## src/rtl/farm_sensor_conditioner.sv

```systemverilog
// farm_sensor_conditioner
// Conditions the farm-road loop detector for the traffic-light controller.
// The raw detector is synchronized and then debounced. Each debounced 0->1
// flip counts as one vehicle arrival. The rising edge of the controller's
// "farm road yellow" phase marks those waiting vehicles as served.
//
// Build option: define SENSOR_QUEUE_COUNT_EN to keep a saturating queue
// count of waiting vehicles. When it is undefined, a single request flop
// replaces the counter.
//
// Parameters:
//   DEBOUNCE_CYCLES  consecutive differing samples needed to flip (1..255)
//   MAX_QUEUE        saturation value of the queue count (1..15)
//
// Ports:
//   clk            in   system clock, rising edge
//   reset          in   asynchronous active-high reset
//   raw_sensor_i   in   loop detector, asynchronous to clk, may bounce
//   farm_served_i  in   high while the farm road is yellow (sync to clk)
//   sensor_o       out  high while at least one farm vehicle is waiting
//   debounced_o    out  synchronized, debounced detector level
//   vehicle_cnt_o  out  number of waiting farm vehicles
module farm_sensor_conditioner #(
    parameter int DEBOUNCE_CYCLES = 4,
    parameter int MAX_QUEUE       = 15
) (
    input  logic       clk,
    input  logic       reset,
    input  logic       raw_sensor_i,
    input  logic       farm_served_i,
    output logic       sensor_o,
    output logic       debounced_o,
    output logic [3:0] vehicle_cnt_o
);

    localparam logic [7:0] LAST_SAMPLE = 8'(DEBOUNCE_CYCLES - 1);

    logic       sync1;
    logic       sync2;
    logic [7:0] dbCnt;
    logic       servedQ;
    logic       differs;
    logic       flip;
    logic       arrival;
    logic       servedEvt;

    assign differs   = (sync2 != debounced_o);
    // The flip happens on the DEBOUNCE_CYCLES-th consecutive differing
    // sample. At that point the counter already holds DEBOUNCE_CYCLES-1.
    assign flip      = differs && (dbCnt == LAST_SAMPLE);
    assign arrival   = flip && sync2;
    assign servedEvt = farm_served_i && !servedQ;

    always_ff @(posedge clk or posedge reset) begin
        if (reset) begin
            sync1       <= 1'b0;
            sync2       <= 1'b0;
            dbCnt       <= 8'd0;
            servedQ     <= 1'b0;
            debounced_o <= 1'b0;
        end else begin
            sync1   <= raw_sensor_i;
            sync2   <= sync1;
            servedQ <= farm_served_i;
            if (!differs) begin
                dbCnt <= 8'd0;
            end else if (flip) begin
                dbCnt       <= 8'd0;
                debounced_o <= sync2;
            end else begin
                dbCnt <= dbCnt + 8'd1;
            end
        end
    end

`ifdef SENSOR_QUEUE_COUNT_EN
    localparam logic [3:0] MAX_Q = 4'(MAX_QUEUE);

    logic [3:0] cntNext;

    // A served event clears the queue first. An arrival on the same edge
    // then adds itself, which leaves the count at 1.
    always_comb begin
        cntNext = vehicle_cnt_o;
        if (servedEvt) begin
            cntNext = arrival ? 4'd1 : 4'd0;
        end else if (arrival && (vehicle_cnt_o != MAX_Q)) begin
            cntNext = vehicle_cnt_o + 4'd1;
        end
    end

    always_ff @(posedge clk or posedge reset) begin
        if (reset) begin
            vehicle_cnt_o <= 4'd0;
            sensor_o      <= 1'b0;
        end else begin
            vehicle_cnt_o <= cntNext;
            sensor_o      <= (cntNext != 4'd0);
        end
    end
`else
    logic request;

    // Arrival wins over a coincident served event, so that vehicle stays
    // requested.
    always_ff @(posedge clk or posedge reset) begin
        if (reset) begin
            request <= 1'b0;
        end else if (arrival) begin
            request <= 1'b1;
        end else if (servedEvt) begin
            request <= 1'b0;
        end
    end

    assign sensor_o      = request;
    assign vehicle_cnt_o = {3'b000, request};
`endif

endmodule
```

## config.mk

```make
export PLATFORM = sky130hd
export DESIGN_NAME = farm_sensor_conditioner
export DESIGN_NICKNAME = d
export VERILOG_FILES = /design/src/rtl/farm_sensor_conditioner.sv
export SDC_FILE = /design/constraint.sdc
export NUM_CORES = 1
export LEC_CHECK = 0
export CAP_MARGIN = 20
export CORE_AREA = 2 2 39 41
export CTS_CLUSTER_DIAMETER = 120
export DETAILED_ROUTE_END_ITERATION = 8
export DIE_AREA = 0 0 41 43
export PLACE_DENSITY = 0.78
export SKIP_LAST_GASP = 1
export SLEW_MARGIN = 20
export SYNTH_ARGS = -nofsm -noshare
export SYNTH_HDL_FRONTEND = slang
export SYNTH_SLANG_ARGS = --single-unit
```

## constraint.sdc

```tcl
create_clock -name clk -period 1.8 [get_ports clk]
set_input_delay 0.36 -clock clk [delete_from_list [all_inputs] [get_ports clk]]
set_output_delay 0.36 -clock clk [all_outputs]
set_load 0.02 [all_outputs]
```

## Yosys cells after proc, flatten, opt, wreduce, memory -nomap -nowiden

Index checks and enable logic that the tools add are counted.

- Register bits: 13
- Memories: 0
- Logic and storage cells: 19
- Output and inout bits: 6
- Memory bits (writable): 0
- ROM bits: 0
- Input port bits: 4
- Bits in latches: 0

- Bitwise logic cells: 0
- Shift operators: 0
- Multiply operators: 0
- Div/mod/pow operators: 0
- Mux-type cells: 4
- Reduce and logical (&&, ||, !) cells: 6
- Add/subtract/negate cells: 1
- Order comparisons: 0
- Eq/ne operators: 2

Operators by type and width:

| kind | count |
|---|---|
| 8-bit two-way mux | 2 |
| 8-bit by 1-bit adder with 8-bit output, second input constant | 1 |
| 8-bit by 2-bit == test with 1-bit output, second input constant | 1 |
| 1-bit logical AND | 3 |
| 1-bit two-way mux | 2 |
| 2-bit AND reduction | 1 |
| 2-bit nonzero test | 1 |
| 1-bit zero test | 1 |
| 1-bit != test | 1 |

## Longest topological paths before layout

Gate-level depths: netlist (run 1).

- Depth in word-level cells: 4
- Depth in mapped cells: 4
- Gate-level depth less buffers: 4

## Worst setup path before layout (run 1)

OpenSTA, ideal clock, no wires.

- Path kind: register to register
- Start: reg dbCnt[0]
- End: reg debounced_o
- Stages on the path, launching flop included: 5
- Setup slack: 0.460 ns
- Arrival time: 1.215 ns
- Required time: 1.675 ns
- Path buffers: 0
- Library setup time: 0.125 ns
- Clock period less this slack: 1.340 ns
- Cell sequence: dfrtp_1 -> ha_1 -> nor3b_1 -> nand2_1 -> mux2_4

- Word-level cells in the longest chain between the ends: 3

RTL lines:

| item | RTL line | text |
|---|---|---|
| from (decl) | 40 | `logic [7:0] dbCnt;` |
| from (signal assigned) | 71 | `dbCnt <= dbCnt + 8'd1;` |
| 8-bit by 2-bit == test with 1-bit output | 50 | `assign flip = differs && (dbCnt == LAST_SAMPLE);` |
| 1-bit logical AND | 50 |  |
| 2-bit AND reduction (no line) | - |  |
| to (signal assigned) | 69 | `debounced_o <= sync2;` |
| to (decl) | 32 | `output logic debounced_o,` |

Every way passes these cells.
A chain may end at the register's enable or synchronous reset.

## Worst setup path in the final report (run 1)

- Start: reg debounced_o
- End: out debounced_o

No word-level cell between the ends.

==> impl_metrics.json, run 1 <==
{
  "nets": 70,
  "antenna_found_initial": 0,
  "fin_crit_ps": 1660,
  "slew_viol_final": 0,
  "routed_via_density": 4.82,
  "cts_buffers": 3,
  "clk_pin_slew_ps": 80,
  "synth_cell_types": 21,
  "grt_max_degree": 14,
  "wl_per_cell_um": 11.6,
  "synth.top_cell.area_share": 0.546,
  "core_area_um2": 1380,
  "port_buffers": 6,
  "ys_top_cells_by_area": "dfrtp_1 55%, buf_4 5.0%, xnor2_1 4.4%",
  "grt_use_met1": 0.163,
  "skew_ps": 5.60,
  "grt_busiest_layer": "met2",
  "cp_num_cells": 1,
  "synth-seq-area-share": 0.546,
  "dr.first_iter.drc_count": 6,
  "start_kind": "flip-flop",
  "cp_max_fo": 4,
  "fin_setup_tns_ps": 0,
  "drt-total-wl_um": 913,
  "syn_area_per_cell_um2": 10.8,
  "hold_path.class": "reg -> reg",
  "outcome": "finished clean",
  "maxCapViolCount": 0,
  "vias": 381,
  "worstRegToRegCells": 4,
  "hpwl_um": 703,
  "first_pass_iters": 2,
  "holdBufCountCts": 0,
  "finalSetupViolCount": 0,
  "cts.sinks": 13,
  "syn_inst": 55,
  "synthToLayoutAreaGrowth_pct": 14.3,
  "overflow": 0,
  "cp-end-kind": "output pin",
  "post_cts_buffers": 0,
  "powerDensity_nw_per_um2": 1190,
  "htreeDepth": 1,
  "critPathMaxStageDelay_ps": 620,
  "crit_family": "buffers and inverters",
  "grtUsageTotal": 0.143,
  "io_pins": 10,
  "fp.dieH_um": 43,
  "rows": 14,
  "peakVddDrop_mv": 0.653,
  "yosys.area.top_type": "dfrtp_1",
  "drc": 0,
  "critPathKind": "reg -> out",
  "period_share": 0.920,
  "rsz0062_at_grt": "no",
  "grt_pass1_wl_um": 1530,
  "mappedNetlistArea_um2": 596,
  "holdPathStages": 0,
  "grt_pass1_vias": 374,
  "start_util": 0.430,
  "crit_chain": "clkdlybuf4s50_1",
  "die_x_um": 41,
  "synth_seq_cells": 13,
  "hold_ws_ps": 373,
  "drive_above_1_share": 0.127,
  "antennaDiodeCount": 0,
  "use_met2": 0.194,
  "fmax_mhz": 604,
  "required_ps": 1440,
  "insertion_delay_ps": 280,
  "cts_max_path_buffers": 2,
  "clock-root-buffer": "clkbuf_4",
  "postRouteAntennaNets": 0,
  "fill_cells": 127,
  "met3_usage": 0.0471,
  "tritoncts": "yes",
  "synth_warnings": 0,
  "slowest_stage": "clkdlybuf4s50_1",
  "die_area_um2": 1760,
  "arrival_ps": 1300,
  "routabilityCongestion": 0.740,
  "cts_resized": 0,
  "final_hold_viol_count": 0,
  "leakagePower_nw": 0.311,
  "cp.buffers_inverters": 1
}
stage by stage:
| stage | cells | instance area (um^2) | utilization | total power [mW] | setup WS, ps |
|---|---|---|---|---|---|
| 6_report | 79 | 681 | 0.492 | 0.812 | 144 |
| 5_1_grt | 79 | 681 | 0.492 | 0.868 | 84.8 |
| 4_1_cts | 79 | 681 | 0.492 | 0.823 | 132 |
| 3_5_place_dp | 75 | 653 | 0.472 | 0.640 | 372 |
| 3_3_place_gp | 75 | 653 | 0.472 | 0.633 | 416 |
| 2_1_floorplan | 57 | 603 | - | 0.564 | 460 |
synthesized netlist by cell type:
cell and instances:
dfrtp_1 13, nor2_1 5, buf_4 4, inv_1 4, o21ai_0 4, a21oi_1 3
or3_1 3, xnor2_1 3, ha_1 2, nand2_1 2, nand3_1 2, a21o_2 1
conb_1 1, mux2_4 1, nand2b_1 1, nand3_2 1, nand4_2 1, nor3b_1 1
nor4_1 1, o21ai_1 1, xor2_1 1
metal layers:
metal  vias up  part of all wire
met5         -                 0
met2         5              0.54
met4         0             0.021
li1        192                 -
met1       182              0.41
met3         2             0.030
registers in the layout, summed over array words and instances, names as in the netlist:
name / cells
dbCnt: 8
debounced_o: 1
sensor_o: 1
servedQ: 1
sync1: 1
sync2: 1
cells in the final DEF (no fill, tap or decap), types with 3 or more instances in the layout:
cell,Yosys,final
xnor2_1,3,3
inv_1,4,4
or3_1,3,3
o21ai_0,4,4
a21oi_1,3,3
clkbuf_4,0,3
conb_1,1,3
dfrtp_1,13,13
clkdlybuf4s50_1,0,6
nor2_1,5,5
power breakdown:
| group | internal, mW | switching [mW] | total (mW) |
|---|---|---|---|
| clock network | 0.0825 | 0.100 | 0.183 |
| logic | 0.117 | 0.120 | 0.237 |
| registers | 0.338 | 0.0539 | 0.392 |
| total | 0.538 | 0.274 | 0.812 |
path summary, 6_finish.rpt:
path | startpoint | end | slack (ps)
max | debounced_o | debounced_o | 140
min | sync1 | sync2 | 370
max reg2reg | dbCnt[0] | debounced_o | 340
min reg2reg | sync1 | sync2 | 370
max in group asynchronous | reset | debounced_o | 1090
min in group asynchronous | reset | dbCnt[6] | 380
cell type report:
type                    instances  area [um^2]  share of cell area
inverters                       4         15.0              0.0221
flip-flops and latches         13          325               0.478
well taps                      16         20.0              0.0294
clock buffers                   3         22.5              0.0331
multi-input cells              36          233               0.342
repair buffers                  6         60.1              0.0882
clock inverters                 1         5.00             0.00735
logic make-up (layout without fill, tap and decap cells):
| family | after synthesis | in the layout | share of synthesized area |
|---|---|---|---|
| buf+inv | 8 | 14 | 0.0756 |
| simple gates | 17 | 17 | 0.164 |
| other cells | 1 | 3 | 0.00630 |
| fa+ha+maj | 2 | 2 | 0.0420 |
| mux | 1 | 1 | 0.0252 |
| xor+xnor | 4 | 4 | 0.0588 |
| flops | 13 | 13 | 0.546 |
| compound gates | 9 | 9 | 0.0819 |
Power figures use the tool's default switching activity.
==> inputs of run 2 (changes only) <==
- GPL_TIMING_DRIVEN: not set -> 1
==> results of run 2 <==
Same layout as run 1: the final DEF is identical, and so are final timing and power.
